==> config.mk <==
export PLATFORM = sky130hd
export DESIGN_NAME = multicycle_control
export DESIGN_NICKNAME = d
export VERILOG_FILES = /design/src/rtl/cpu_ctrl_pkg.sv /design/src/rtl/multicycle_control.sv
export SDC_FILE = /design/constraint.sdc
export NUM_CORES = 1
export LEC_CHECK = 0
export CORE_AREA = 3 3 80 82
export DETAILED_ROUTE_END_ITERATION = 16
export DIE_AREA = 0 0 83 85
export GPL_TIMING_DRIVEN = 0
export PLACE_DENSITY = 0.66
export SLEW_MARGIN = 20
export SYNTH_ARGS = -nofsm -noshare
export SYNTH_HDL_FRONTEND = slang
export SYNTH_SLANG_ARGS = --single-unit
==> constraint.sdc <==
create_clock -name clk_i -period 5.51 [get_ports clk_i]
set_clock_uncertainty 0.2 [all_clocks]
set_input_delay 1.653 -clock clk_i [delete_from_list [all_inputs] [get_ports clk_i]]
set_output_delay 1.653 -clock clk_i [all_outputs]
set_load 0.02 [all_outputs]
==> src/rtl/cpu_ctrl_pkg.sv <==
// Shared definitions for the multi-cycle RV32 control sequencer:
// state encoding, opcode constants and ALUOp codes.
package cpu_ctrl_pkg;

  typedef enum logic [2:0] {
    ST_IDLE = 3'd0,
    ST_IF   = 3'd1,
    ST_ID   = 3'd2,
    ST_EX   = 3'd3,
    ST_MEM  = 3'd4,
    ST_WB   = 3'd5
  } state_t;

  localparam logic [6:0] OP_R   = 7'b0110011;
  localparam logic [6:0] OP_I   = 7'b0010011;
  localparam logic [6:0] OP_LW  = 7'b0000011;
  localparam logic [6:0] OP_SW  = 7'b0100011;
  localparam logic [6:0] OP_BEQ = 7'b1100011;

  localparam logic [1:0] ALU_FUNCT_I = 2'b00;
  localparam logic [1:0] ALU_SUB     = 2'b01;
  localparam logic [1:0] ALU_FUNCT_R = 2'b10;
  localparam logic [1:0] ALU_ADD     = 2'b11;

  function automatic logic op_legal(input logic [6:0] op);
    logic ok;
    case (op)
      OP_R, OP_I, OP_LW, OP_SW, OP_BEQ: ok = 1'b1;
      default:                          ok = 1'b0;
    endcase
    return ok;
  endfunction

endpackage

==> src/rtl/multicycle_control.sv <==
// Multi-cycle IF/ID/EX/MEM/WB sequencer driving datapath controls for a
// shared-memory, shared-ALU RV32 core; also counts retired instructions.
module multicycle_control
  import cpu_ctrl_pkg::*;
#(
  parameter int CNT_W = 32
) (
  input  logic             clk_i,
  input  logic             rst_i,
  input  logic             start_i,
  input  logic             halt_i,
  input  logic [6:0]       Op_i,
  input  logic             zero_i,
  input  logic             mem_ready_i,
  output logic [1:0]       ALUOp_o,
  output logic             ALUSrc_o,
  output logic             RegWrite_o,
  output logic             MemtoReg_o,
  output logic             MemRead_o,
  output logic             MemWrite_o,
  output logic             IorD_o,
  output logic             IRWrite_o,
  output logic             PCWrite_o,
  output logic             PCSrc_o,
  output logic             illegal_o,
  output logic             busy_o,
  output logic [CNT_W-1:0] instr_cnt_o
);

  state_t             state_r;
  state_t             state_nxt_s;
  logic [6:0]         op_r;
  logic [CNT_W-1:0]   cnt_r;
  logic               retire_s;

  assign instr_cnt_o = cnt_r;

  // State, latched opcode and retired-instruction counter
  always_ff @(posedge clk_i or negedge rst_i) begin
    if (!rst_i) begin
      state_r <= ST_IDLE;
      op_r    <= 7'd0;
      cnt_r   <= '0;
    end else begin
      state_r <= state_nxt_s;
      if (state_r == ST_ID) begin
        op_r <= Op_i;
      end else begin
        op_r <= op_r;
      end
      if (retire_s) begin
        cnt_r <= cnt_r + CNT_W'(1);
      end else begin
        cnt_r <= cnt_r;
      end
    end
  end

  // Next-state and control decode from current state and latched opcode
  always_comb begin
    state_nxt_s = state_r;
    retire_s    = 1'b0;
    ALUOp_o     = ALU_FUNCT_I;
    ALUSrc_o    = 1'b0;
    RegWrite_o  = 1'b0;
    MemtoReg_o  = 1'b0;
    MemRead_o   = 1'b0;
    MemWrite_o  = 1'b0;
    IorD_o      = 1'b0;
    IRWrite_o   = 1'b0;
    PCWrite_o   = 1'b0;
    PCSrc_o     = 1'b0;
    illegal_o   = 1'b0;
    busy_o      = (state_r != ST_IDLE);

    case (state_r)
      ST_IDLE: begin
        if (start_i) begin
          state_nxt_s = ST_IF;
        end else begin
          state_nxt_s = ST_IDLE;
        end
      end

      // Request held until ready; IR/PC load only on the completing cycle
      ST_IF: begin
        MemRead_o = 1'b1;
        if (mem_ready_i) begin
          IRWrite_o   = 1'b1;
          PCWrite_o   = 1'b1;
          state_nxt_s = ST_ID;
        end else begin
          state_nxt_s = ST_IF;
        end
      end

      ST_ID: begin
        if (op_legal(Op_i)) begin
          state_nxt_s = ST_EX;
        end else begin
          illegal_o   = 1'b1;
          state_nxt_s = ST_IF;
        end
      end

      ST_EX: begin
        case (op_r)
          OP_R: begin
            ALUOp_o     = ALU_FUNCT_R;
            state_nxt_s = ST_WB;
          end
          OP_I: begin
            ALUOp_o     = ALU_FUNCT_I;
            ALUSrc_o    = 1'b1;
            state_nxt_s = ST_WB;
          end
          OP_LW, OP_SW: begin
            ALUOp_o     = ALU_ADD;
            ALUSrc_o    = 1'b1;
            state_nxt_s = ST_MEM;
          end
          OP_BEQ: begin
            ALUOp_o     = ALU_SUB;
            PCSrc_o     = 1'b1;
            PCWrite_o   = zero_i;
            retire_s    = 1'b1;
            state_nxt_s = halt_i ? ST_IDLE : ST_IF;
          end
          default: begin
            state_nxt_s = ST_IF;
          end
        endcase
      end

      ST_MEM: begin
        IorD_o     = 1'b1;
        MemRead_o  = (op_r == OP_LW);
        MemWrite_o = (op_r == OP_SW);
        if (!mem_ready_i) begin
          state_nxt_s = ST_MEM;
        end else if (op_r == OP_LW) begin
          state_nxt_s = ST_WB;
        end else begin
          retire_s    = 1'b1;
          state_nxt_s = halt_i ? ST_IDLE : ST_IF;
        end
      end

      ST_WB: begin
        RegWrite_o  = 1'b1;
        MemtoReg_o  = (op_r == OP_LW);
        retire_s    = 1'b1;
        state_nxt_s = halt_i ? ST_IDLE : ST_IF;
      end

      default: begin
        state_nxt_s = ST_IDLE;
      end
    endcase
  end

endmodule
==> results by group <==
Outcome
  – Status: finished clean

Floorplanning
  – Core area: 5816 sq um
  – Starting density of the core: 0.3903
  – DIE WIDTH: a little over 80 microns
  – Die H: 85 microns
  – I/O pins: 58
  – Die footprint: 7055 sq um
  – FP Rows: 28

Timing
  – RSZ-0062 raised after global routing: false
  – Peak Freq: 186.5 MHz
  – Finish-stage setup viols: 0
  – Setup TNS: 0 ns
  – Fin crit share: 0.9733
  – Final hold slack: 0.2800 ns
  – Clock period minus worst slack: 5.363 ns
  – Headroom to the max-slew limit: 0.5530
  – Max-slew violations: 0
  – Fin. Hold Viols: 0
  – Worst-margin pin slew: 0.6612 ns

Route
  – Final ANT Viol Nets: 0
  – Final wirelength: 5567 microns
  – Pre-antenna DRT Iters: 4
  – Residual DRC: 0
  – Vias/cell: about 5.5
  – Wirelength per Cell: 15.59 microns
  – First DRT Iteration DRCs: 85
  – DR vias: 1946

Pwr
  – Pint: about 560 uW
  – Comb power frac: 0.283
  – Switching pwr: 263.9 uW
  – Pwr dens: between 200 and 300 nW/um^2
  – Clock power share: 0.249
  – Switching fraction of total power: 0.3209
  – Seq pwr share: 0.469
  – Total power: 822.5 uW
  – Lkg Pwr: 1.148 nW
  – Peak VDD IR: between 150 and 200 uV

Worst setup path
  – Worst EP arrival: 3.51 ns
  – Critical Path RT: 3.66 ns
  – Slowest-stage cell, CP: clkdlybuf4s50_1
  – Crit path cell chain: clkdlybuf4s50_1 > inv_1 > nor4b_1 > a21o_1 > clkdlybuf4s50_1
  – Crit path launch type: input port
  – Crit path kind: input port to primary output
  – CP most frequent cell: clkdlybuf4s50_1
  – Delay-heaviest family, CP: buffers and inverters
  – CP max stage delay: 0.60 ns
  – Crit path buf inv count: 3
  – Crit. End Element: primary output
  – CP max FO: 3

Yosys
  – Synth Flop Type: dfrtp_1
  – Syn_area_per_cell: 10.51 sq um
  – Part of the Yosys area used for sequential elements: 0.4631
  – Cells after Synth: 216
  – Post-synth EDFFs: 0
  – Post-synth ARST share: 1.000
  – Yosys cell types: 43
  – Synthesis-stage register bit count: 42
  – YS warnings: 0
  – Syn_nets: between 200 and 250
  – Netlist Area Pre-Place: 2270 sq um

Finish
  – # diodes: 0
  – Area Growth Syn to Fin: 34.12%
  – Share of cells above drive strength 1: 0.09929
  – Fin area: 3044 sq um
  – Filler cells: roughly 570
  – FF+latch area: about 1100 sq um
  – Multi-input logic area: 1110 sq um
  – Final nets: slightly below 300

Clock network
  – Worst-Skew Late Latency: 0.29 ns
  – CTS tree: yes
  – Root Driver: clkbuf_8
  – Post-cts resize count: 0
  – CTS H-tree lvls: 2
  – Worst-path clk slew: 0.07 ns
  – Post CTS Setup Buffer Count: 0
  – Cts bufs inserted: 5
  – CTS max path bufs: 2
  – Hold_buf cts: 0
  – CTS sink count: 42

Hold path
  – Worst hold path class: register to register

Placement
  – Hpwl dp: between 4000 and 5000 microns
  – Placer Congestion: 0.8007
  – Input/output buffers: 57
  – Placed Instance Area: 2949 sq um

Global routing
  – GRT Util Overall: 0.1614
  – Vias in the first global route: roughly 1.9k
  – First-pass GRT wire length: ~9500 microns
  – Initial antenna violation count: 0
  – Largest net degree at the start of global routing: 27
  – Total grt overflow: 0

Run
  – Max_cap viols: 0
layout make-up:
cell class | count | area share
plain buffers | 14 | 0.02466
clock buffers | 6 | 0.02713
clock inverters | 2 | 0.004110
inverters | 9 | 0.01110
multi-input cells | 151 | 0.3646
flip-flops and latches | 42 | 0.3453
well taps | 75 | 0.03083
repair buffers | 58 | 0.1924
kinds of logic (layout without fill, tap and decap cells):
| group | after synthesis | in the layout | synth area share |
|---|---|---|---|
| fa+ha+maj | 1 | 1 | 0.005512 |
| flops | 42 | 42 | 0.4631 |
| mux | 6 | 6 | 0.02977 |
| xor+xnor | 31 | 31 | 0.1196 |
| simple gates | 65 | 65 | 0.1621 |
| compound gates | 48 | 48 | 0.1720 |
| buf+inv | 23 | 89 | 0.04796 |
worst register-to-register path, delay by kind of cell, from the launching register on:
kind	cells	cell delay [ns]
AOI/OAI and AO/OA	1	0.19
xor gates and xnor gates	1	0.17
buffers and inverters	1	0.33
DFF	1	0.43
and+or+nand+nor	2	0.81
state kept, by name, indices dropped and copies added, names as in the netlist:
signal	cells
state_r	3
op_r	7
instr_cnt_o	32
per-stage QoR:
| stage | worst slack (ns) | util | std cells |
|---|---|---|---|
| global route | 0.06753 | 0.5235 | 357 |
| global placement | 0.1467 | 0.5045 | 348 |
| floorplan | 0.8400 | - | 216 |
| finish | 0.1473 | 0.5235 | 357 |
| CTS | 0.1504 | 0.5235 | 357 |
| detailed placement | 0.1584 | 0.5071 | 349 |
path summary, 6_finish.rpt:
path,startpoint,endpoint,slack (ns),cells past startpoint
min in group asynchronous,rst_i,instr_cnt_o[30],1.08,1
min reg2reg,instr_cnt_o[31],instr_cnt_o[31],0.28,1
max in group asynchronous,rst_i,instr_cnt_o[13],3.57,2
max,mem_ready_i,PCWrite_o,0.15,5
max reg2reg,instr_cnt_o[6],instr_cnt_o[26],3.26,5
min,instr_cnt_o[31],instr_cnt_o[31],0.28,1
power groups by stage:
stage,Combinational [mW],Sequential [mW],Clock (mW)
2_1_floorplan,0.140,0.391,0
3_3_place_gp,0.231,0.391,0
3_5_place_dp,0.234,0.392,0
4_1_cts,0.236,0.386,0.210
5_1_grt,0.258,0.392,0.223
6_report,0.233,0.385,0.205
Yosys cell counts (2+ instances only):
cell       instances  share of area
nor2b_1            2         0.0055
dfrtp_1           42           0.46
inv_1              9          0.015
nand2_1            9          0.015
a21o_1             2         0.0066
o31ai_1            2         0.0066
buf_4              2         0.0066
o211ai_1           4          0.013
nand3b_1           3         0.0099
nor3b_1            2         0.0066
o21ai_0            7          0.015
clkbuf_1           5         0.0083
o41a_1             2         0.0099
mux2_2             5          0.025
nor4_1             8          0.022
buf_2              6          0.013
or3_1              2         0.0055
nor2_1            11          0.018
a21oi_1            3         0.0066
nand2b_1           2         0.0055
xnor2_1           31           0.12
nand3_1            8          0.018
nor3_1             5          0.011
nand4_1            3         0.0083
and4_1             2         0.0077
o2111ai_1         21          0.081
and3_1             2         0.0055
metal layers:
metal	part of all wire	GRT usage	routed length, microns	vias up
met5	0	0	0	-
met4	0.0072	0.03120	40	0
met3	0.050	0.03981	281	6
met2	0.45	0.2624	2501	52
met1	0.49	0.2213	2744	945
li1	-	-	-	943
cells in the final DEF (no fill, tap or decap), types with 4 or more instances in the layout:
cell / netlist / layout
buf_2: 6 / 7
nand2_1: 9 / 9
nor3_1: 5 / 5
clkbuf_1: 5 / 5
mux2_2: 5 / 5
clkbuf_8: 0 / 6
o211ai_1: 4 / 4
o2111ai_1: 21 / 21
o21ai_0: 7 / 7
nor4_1: 8 / 8
dfrtp_1: 42 / 42
xnor2_1: 31 / 31
nand3_1: 8 / 8
inv_1: 9 / 9
nor2_1: 11 / 11
clkdlybuf4s50_1: 0 / 56
No activity file was read; power rests on OpenSTA's default activity.
